## config.mk

```make
export PLATFORM = sky130hd
export DESIGN_NAME = stopwatch_digit_counter
export DESIGN_NICKNAME = d
export VERILOG_FILES = /design/src/rtl/stopwatch_digit_counter.sv
export SDC_FILE = /design/constraint.sdc
export NUM_CORES = 1
export LEC_CHECK = 0
export CORE_ASPECT_RATIO = 0.9
export CORE_MARGIN = 3
export CORE_UTILIZATION = 48
export CTS_BUF_LIST = sky130_fd_sc_hd__clkbuf_16
export CTS_CLUSTER_SIZE = 20
export DETAILED_ROUTE_END_ITERATION = 10
export GPL_ROUTABILITY_DRIVEN = 1
export PLACE_DENSITY = 0.68
export SLEW_MARGIN = 20
export SYNTH_ARGS = -nofsm -noshare
export SYNTH_HDL_FRONTEND = slang
export SYNTH_SLANG_ARGS = --single-unit
```

## constraint.sdc

```tcl
create_clock -name clk -period 1.9 [get_ports clk]
set_input_delay 0.38 -clock clk [delete_from_list [all_inputs] [get_ports clk]]
set_output_delay 0.38 -clock clk [all_outputs]
set_load 0.005 [all_outputs]
```

## src/rtl/stopwatch_digit_counter.sv

```systemverilog
// MM:SS stopwatch core: button synchronizers, IDLE/RUN/PAUSE control, 1 s
// prescaler and a four-digit BCD counter with a 59:59 -> 00:00 rollover pulse.
module stopwatch_digit_counter #(
   parameter int unsigned TICK_DIV = 50_000_000
) (
   input  logic       clk,
   input  logic       reset,
   input  logic       btn_start,
   input  logic       btn_clear,
   output logic [3:0] sec_ones,
   output logic [3:0] sec_tens,
   output logic [3:0] min_ones,
   output logic [3:0] min_tens,
   output logic       running,
   output logic       rollover
);

   localparam int unsigned   PW       = $clog2(TICK_DIV);
   localparam logic [PW-1:0] PRE_LAST = PW'(TICK_DIV - 1);

   typedef enum logic [1:0] {
      ST_IDLE  = 2'd0,
      ST_RUN   = 2'd1,
      ST_PAUSE = 2'd2
   } state_t;

   state_t          state_q, state_d;
   logic [PW-1:0]   pre_q, pre_d;
   logic [3:0][3:0] digit_q, digit_d;
   logic            running_q, running_d;
   logic            rollover_q, rollover_d;

   logic [1:0]      btn_w;
   logic [1:0]      press_w;
   logic            press_start_w, press_clear_w;
   logic            tick_w, clear_all_w;
   logic [3:0]      wrap_w;
   logic [4:0]      carry_w;

   assign btn_w = {btn_clear, btn_start};

   // Two-flop synchronizer plus a previous-value flop; a press is a rising edge.
   for (genvar gi = 0; gi < 2; gi++) begin : g_btn
      logic sync1_q, sync2_q, prev_q;

      always_ff @(posedge clk) begin
         if (reset) begin
            sync1_q <= 1'b0;
            sync2_q <= 1'b0;
            prev_q  <= 1'b0;
         end else begin
            sync1_q <= btn_w[gi];
            sync2_q <= sync1_q;
            prev_q  <= sync2_q;
         end
      end

      assign press_w[gi] = sync2_q & ~prev_q;
   end

   assign press_start_w = press_w[0];
   assign press_clear_w = press_w[1];

   always_comb begin
      state_d     = state_q;
      pre_d       = pre_q;
      tick_w      = 1'b0;
      clear_all_w = 1'b0;
      if (press_clear_w) begin
         state_d     = ST_IDLE;
         pre_d       = '0;
         clear_all_w = 1'b1;
      end else begin
         case (state_q)
            ST_IDLE: begin
               if (press_start_w) state_d = ST_RUN;
            end
            ST_RUN: begin
               // The edge that leaves RUN neither counts nor ticks.
               if (press_start_w) begin
                  state_d = ST_PAUSE;
               end else if (pre_q == PRE_LAST) begin
                  pre_d  = '0;
                  tick_w = 1'b1;
               end else begin
                  pre_d = pre_q + PW'(1);
               end
            end
            ST_PAUSE: begin
               if (press_start_w) state_d = ST_RUN;
            end
            default: begin
               state_d = ST_IDLE;
               pre_d   = '0;
            end
         endcase
      end
   end

   always_comb begin
      carry_w[0] = tick_w;
      for (int i = 0; i < 4; i++) begin
         carry_w[i+1] = carry_w[i] & wrap_w[i];
      end
   end

   // Digit order: sec_ones, sec_tens, min_ones, min_tens; units wrap at 9, tens at 5.
   for (genvar gi = 0; gi < 4; gi++) begin : g_digit
      localparam logic [3:0] MAX_V = ((gi % 2) == 0) ? 4'd9 : 4'd5;

      assign wrap_w[gi]  = (digit_q[gi] == MAX_V);
      assign digit_d[gi] = clear_all_w ? 4'd0 :
                           !carry_w[gi] ? digit_q[gi] :
                           wrap_w[gi]   ? 4'd0 : digit_q[gi] + 4'd1;
   end

   assign running_d  = (state_d == ST_RUN);
   assign rollover_d = carry_w[4];

   always_ff @(posedge clk) begin
      if (reset) begin
         state_q    <= ST_IDLE;
         pre_q      <= '0;
         digit_q    <= '0;
         running_q  <= 1'b0;
         rollover_q <= 1'b0;
      end else begin
         state_q    <= state_d;
         pre_q      <= pre_d;
         digit_q    <= digit_d;
         running_q  <= running_d;
         rollover_q <= rollover_d;
      end
   end

   assign sec_ones = digit_q[0];
   assign sec_tens = digit_q[1];
   assign min_ones = digit_q[2];
   assign min_tens = digit_q[3];
   assign running  = running_q;
   assign rollover = rollover_q;

endmodule
```

==> results.rst <==
.. list-table::
   :header-rows: 1

   * - Metric
     - Value
   * - Global-route wire length before repair
     - 11600 um
   * - Met3 usage
     - 3.68%
   * - Run status
     - finished, violations left
   * - Most used routing layer
     - met2
   * - Detailed-route vias per instance
     - 5.84
   * - Antenna fix cells
     - 0
   * - Number of flops mapped to enable cells by yosys
     - 0
   * - Worst Hold Margin
     - 445 ps
   * - Share of power burned in the clock network
     - 43.1%
   * - GR Util met1
     - 32.1%
   * - Detailed Place HPWL
     - 5150 um
   * - Reported max-cap violation count
     - 0
   * - Remaining antenna violation count after routing
     - 0
   * - Share of total power consumed by net switching
     - 24.0%
   * - Path category of the worst min-delay check
     - flip-flop to flip-flop
   * - Final critical delay including setup and external delays
     - 2050 ps
   * - CTS Sinks
     - 52
   * - Count of unique library cells instantiated by Yosys
     - 52
   * - Number of buffers inserted during clock tree synthesis
     - 5
   * - Max Slew Vio Count
     - 0
   * - Commonest cells after routing, fill and taps aside
     - sky130_fd_sc_hd__buf_4, sky130_fd_sc_hd__dfxtp_1, sky130_fd_sc_hd__nand2_1, sky130_fd_sc_hd__nor2_1, sky130_fd_sc_hd__clkdlybuf4s50_1
   * - Syn_area_per_cell
     - 8.40 um^2
   * - CTS HTree Levels
     - 2
   * - Number of filler instances in the final layout
     - 358
   * - Port Buf Inserts
     - 21
   * - Pin count of the biggest net entering global routing
     - 21
   * - Leakage power of the design
     - 1.45 nW
   * - Std cell rows
     - 24
   * - Number of buffers on the longest clock path
     - 2
   * - Placer Congestion
     - 0.855
   * - Number of nets produced by synthesis
     - 316
   * - Count of routing violations after the opening detailed-route iteration
     - 287
   * - Number of search-and-repair iterations in the first detailed-routing pass
     - 5
   * - Die extent in y
     - 76.0 um
   * - Net switching power figure
     - 0.517 mW
   * - Synth top area cells
     - sky130_fd_sc_hd__dfxtp_1, sky130_fd_sc_hd__nor2_1, sky130_fd_sc_hd__nand2_1
   * - Initial core utilization
     - 51.8%
   * - Core box area
     - 5040 um^2
   * - Synthesis-to-finish area growth
     - 48.4%
   * - Clock latency reported for the late side of the worst-skew pair
     - 300 ps
   * - Sum of overflow across all layers after global routing
     - 0
   * - Actual slew at the worst max-slew pin
     - 504 ps
   * - Layout Utilization
     - 76.8%
   * - Share of total power in combinational logic
     - 5.9%
   * - Int Power
     - 1.64 mW
   * - GRT Util Overall
     - 22.2%
   * - Fraction of final layout cells with drive strength greater than 1
     - 32.6%
   * - Power share of the sequential group
     - 51.0%
   * - Finish-stage setup viols
     - 31
   * - Highest attainable clock frequency
     - 489 MHz
   * - Reg clk slew, reported paths
     - 70 ps
   * - Peak ir drop on the vdd network
     - 0.000515 V
   * - Vias in the first global route
     - 2449
   * - Post-Synthesis Cells
     - 311
   * - Clock tree from TritonCTS
     - yes
   * - CP required
     - 2070 ps
   * - Endpoint type of the worst setup path
     - flip-flop
   * - Failing checks
     - negative setup slack
   * - Synth warn
     - 0
   * - Critical path startpoint category
     - flip-flop
   * - Share of the clock period used by the worst path after layout
     - 108%
   * - Number of I/O pins
     - 22
   * - Most common library cell in the layout ignoring fill and taps
     - sky130_fd_sc_hd__buf_4
   * - Number of nets in the finished design
     - 412
   * - Number of hold violations in the final report
     - 0
   * - Final routed wire length divided by cell count
     - 16.0 um
   * - Wirelength, routed
     - 7580 um
   * - Initial antenna violation count
     - 0
   * - Final-layout setup total negative slack
     - -2400 ps
   * - Fraction of post-synthesis cell area in the top cell type by area
     - 39.8%
   * - Worst-case headroom to the max-slew limit
     - 66.2%
   * - Setup repair after global routing missed its margin
     - yes
   * - Yosys reg bits
     - 52
   * - Power density cells
     - 557 nW/um^2
   * - Async set-or-reset flop fraction in the synthesized netlist
     - 0%
   * - Detailed-route DRC error count
     - 0
   * - Crit path setup slack, layout
     - -146 ps
   * - Proportion of synthesized chip area in sequential cells
     - 39.8%
   * - Largest clock skew in the final design
     - 8.91 ps
   * - Die boundary width
     - 83.8 um
   * - WP data arrival
     - 2220 ps
   * - Cell area after technology mapping
     - 2610 um^2
   * - PnR Total Power
     - 2.16 mW
   * - CTS root buffer
     - sky130_fd_sc_hd__clkbuf_16
   * - Cell taking the most area after synthesis
     - sky130_fd_sc_hd__dfxtp_1
   * - CP max FO
     - 4
   * - Classification of the worst setup path
     - flip-flop to flip-flop
   * - Vias post-DR
     - 2760
   * - Met2 Track Usage GR
     - 33.2%
   * - Die Footprint
     - 6370 um^2
   * - Prevailing post-synth register cell
     - sky130_fd_sc_hd__dfxtp_1
## critical path: stages (launching register included)
cell and delay, ps:
sky130_fd_sc_hd__dfxtp_1 370, sky130_fd_sc_hd__nand4_1 250, sky130_fd_sc_hd__or4_4 680, sky130_fd_sc_hd__nor3_4 300, sky130_fd_sc_hd__mux2i_1 230, sky130_fd_sc_hd__a31oi_1 80
## cell usage after synthesis, types with 2 or more instances
cell / instances
sky130_fd_sc_hd__a21oi_1: 15
sky130_fd_sc_hd__a31oi_1: 10
sky130_fd_sc_hd__and2_1: 3
sky130_fd_sc_hd__and3_1: 6
sky130_fd_sc_hd__and4_1: 5
sky130_fd_sc_hd__clkbuf_1: 8
sky130_fd_sc_hd__dfxtp_1: 52
sky130_fd_sc_hd__inv_1: 8
sky130_fd_sc_hd__mux2i_1: 4
sky130_fd_sc_hd__nand2_1: 26
sky130_fd_sc_hd__nand2b_1: 5
sky130_fd_sc_hd__nand3_1: 14
sky130_fd_sc_hd__nand3b_1: 4
sky130_fd_sc_hd__nand4_1: 12
sky130_fd_sc_hd__nand4b_1: 6
sky130_fd_sc_hd__nor2_1: 32
sky130_fd_sc_hd__nor2b_1: 11
sky130_fd_sc_hd__nor3_1: 10
sky130_fd_sc_hd__nor3_2: 2
sky130_fd_sc_hd__nor4_1: 8
sky130_fd_sc_hd__nor4_2: 3
sky130_fd_sc_hd__o211ai_1: 3
sky130_fd_sc_hd__o21a_1: 2
sky130_fd_sc_hd__o21ai_0: 9
sky130_fd_sc_hd__o31ai_1: 5
sky130_fd_sc_hd__or3_1: 4
sky130_fd_sc_hd__or3b_1: 2
sky130_fd_sc_hd__or4_1: 4
sky130_fd_sc_hd__or4_4: 2
sky130_fd_sc_hd__xnor2_1: 11
sky130_fd_sc_hd__xor2_1: 4
## power groups by stage
stage	sequential [mW]	clock [mW]	combinational, mW
after floorplan	1.13	0	0.0527
after global placement	1.13	0	0.103
after detailed placement	1.13	0	0.104
after CTS	1.10	0.933	0.104
after global routing	1.10	0.980	0.136
final	1.10	0.931	0.128
## layout make-up
type	instances	area (um^2)	area share [%]
multi-input cells	241	1720	44.3
flip-flops and latches	52	1060	27.3
repair buffers	99	843	21.8
clock buffers	5	125	3.23
well taps	65	81.3	2.10
inverters	8	30.0	0.775
clock inverters	3	22.5	0.581
## final timing paths
path | slack (ps) | startpoint | depth (start not counted) | to
min | 440 | g_btn[0].sync1_q$_SDFF_PP0_ | 1 | g_btn[0].sync2_q$_SDFF_PP0_
max reg2reg | -150 | pre_q[12]$_SDFFE_PP0P_ | 5 | sec_ones[3]$_SDFFE_PP0N_
max | -150 | pre_q[12]$_SDFFE_PP0P_ | 5 | sec_ones[3]$_SDFFE_PP0N_
min reg2reg | 440 | g_btn[0].sync1_q$_SDFF_PP0_ | 1 | g_btn[0].sync2_q$_SDFF_PP0_
## sequential cells by signal, indices dropped and copies added (netlist names)
| name | count |
|---|---|
| state_q | 2 |
| g_btn.prev_q | 2 |
| pre_q | 26 |
| g_btn.sync2_q | 2 |
| rollover | 1 |
| sec_tens | 4 |
| min_ones | 4 |
| g_btn.sync1_q | 2 |
| min_tens | 4 |
| sec_ones | 4 |
| running | 1 |
## cells by family after synthesis
kind of cell / Yosys count / synth area share (%)
and+or+nand+nor: 167 / 37.2
AOI/OAI and AO/OA: 54 / 13.0
xor gates and xnor gates: 15 / 5.03
buffers and inverters: 18 / 2.92
DFF: 52 / 39.8
muxes: 4 / 1.53
adders and majority gates: 1 / 0.479
## metrics by stage
step / setup WS [ps] / cell area, um^2 / instances
floorplan: -32.3 / 2670 / 311
global placement: -54.7 / 3440 / 457
detailed placement: -116 / 3440 / 457
CTS: -95.4 / 3630 / 468
global route: -216 / 3880 / 473
finish: -146 / 3880 / 473
## metal layers
metal | part of all wire (%) | wire length, um
met1 | 44 | 3330
met2 | 47 | 3530
met3 | 6.7 | 509
met5 | 0 | 0
met4 | 2.7 | 208
## timing repair
action	CTS	global route
setup endpoints to repair	14	41
pin swaps	4	33
gates resized for setup	3	50
buffers inserted	3	5
hold buffers	0	0
Power figures use the tool's default switching activity.
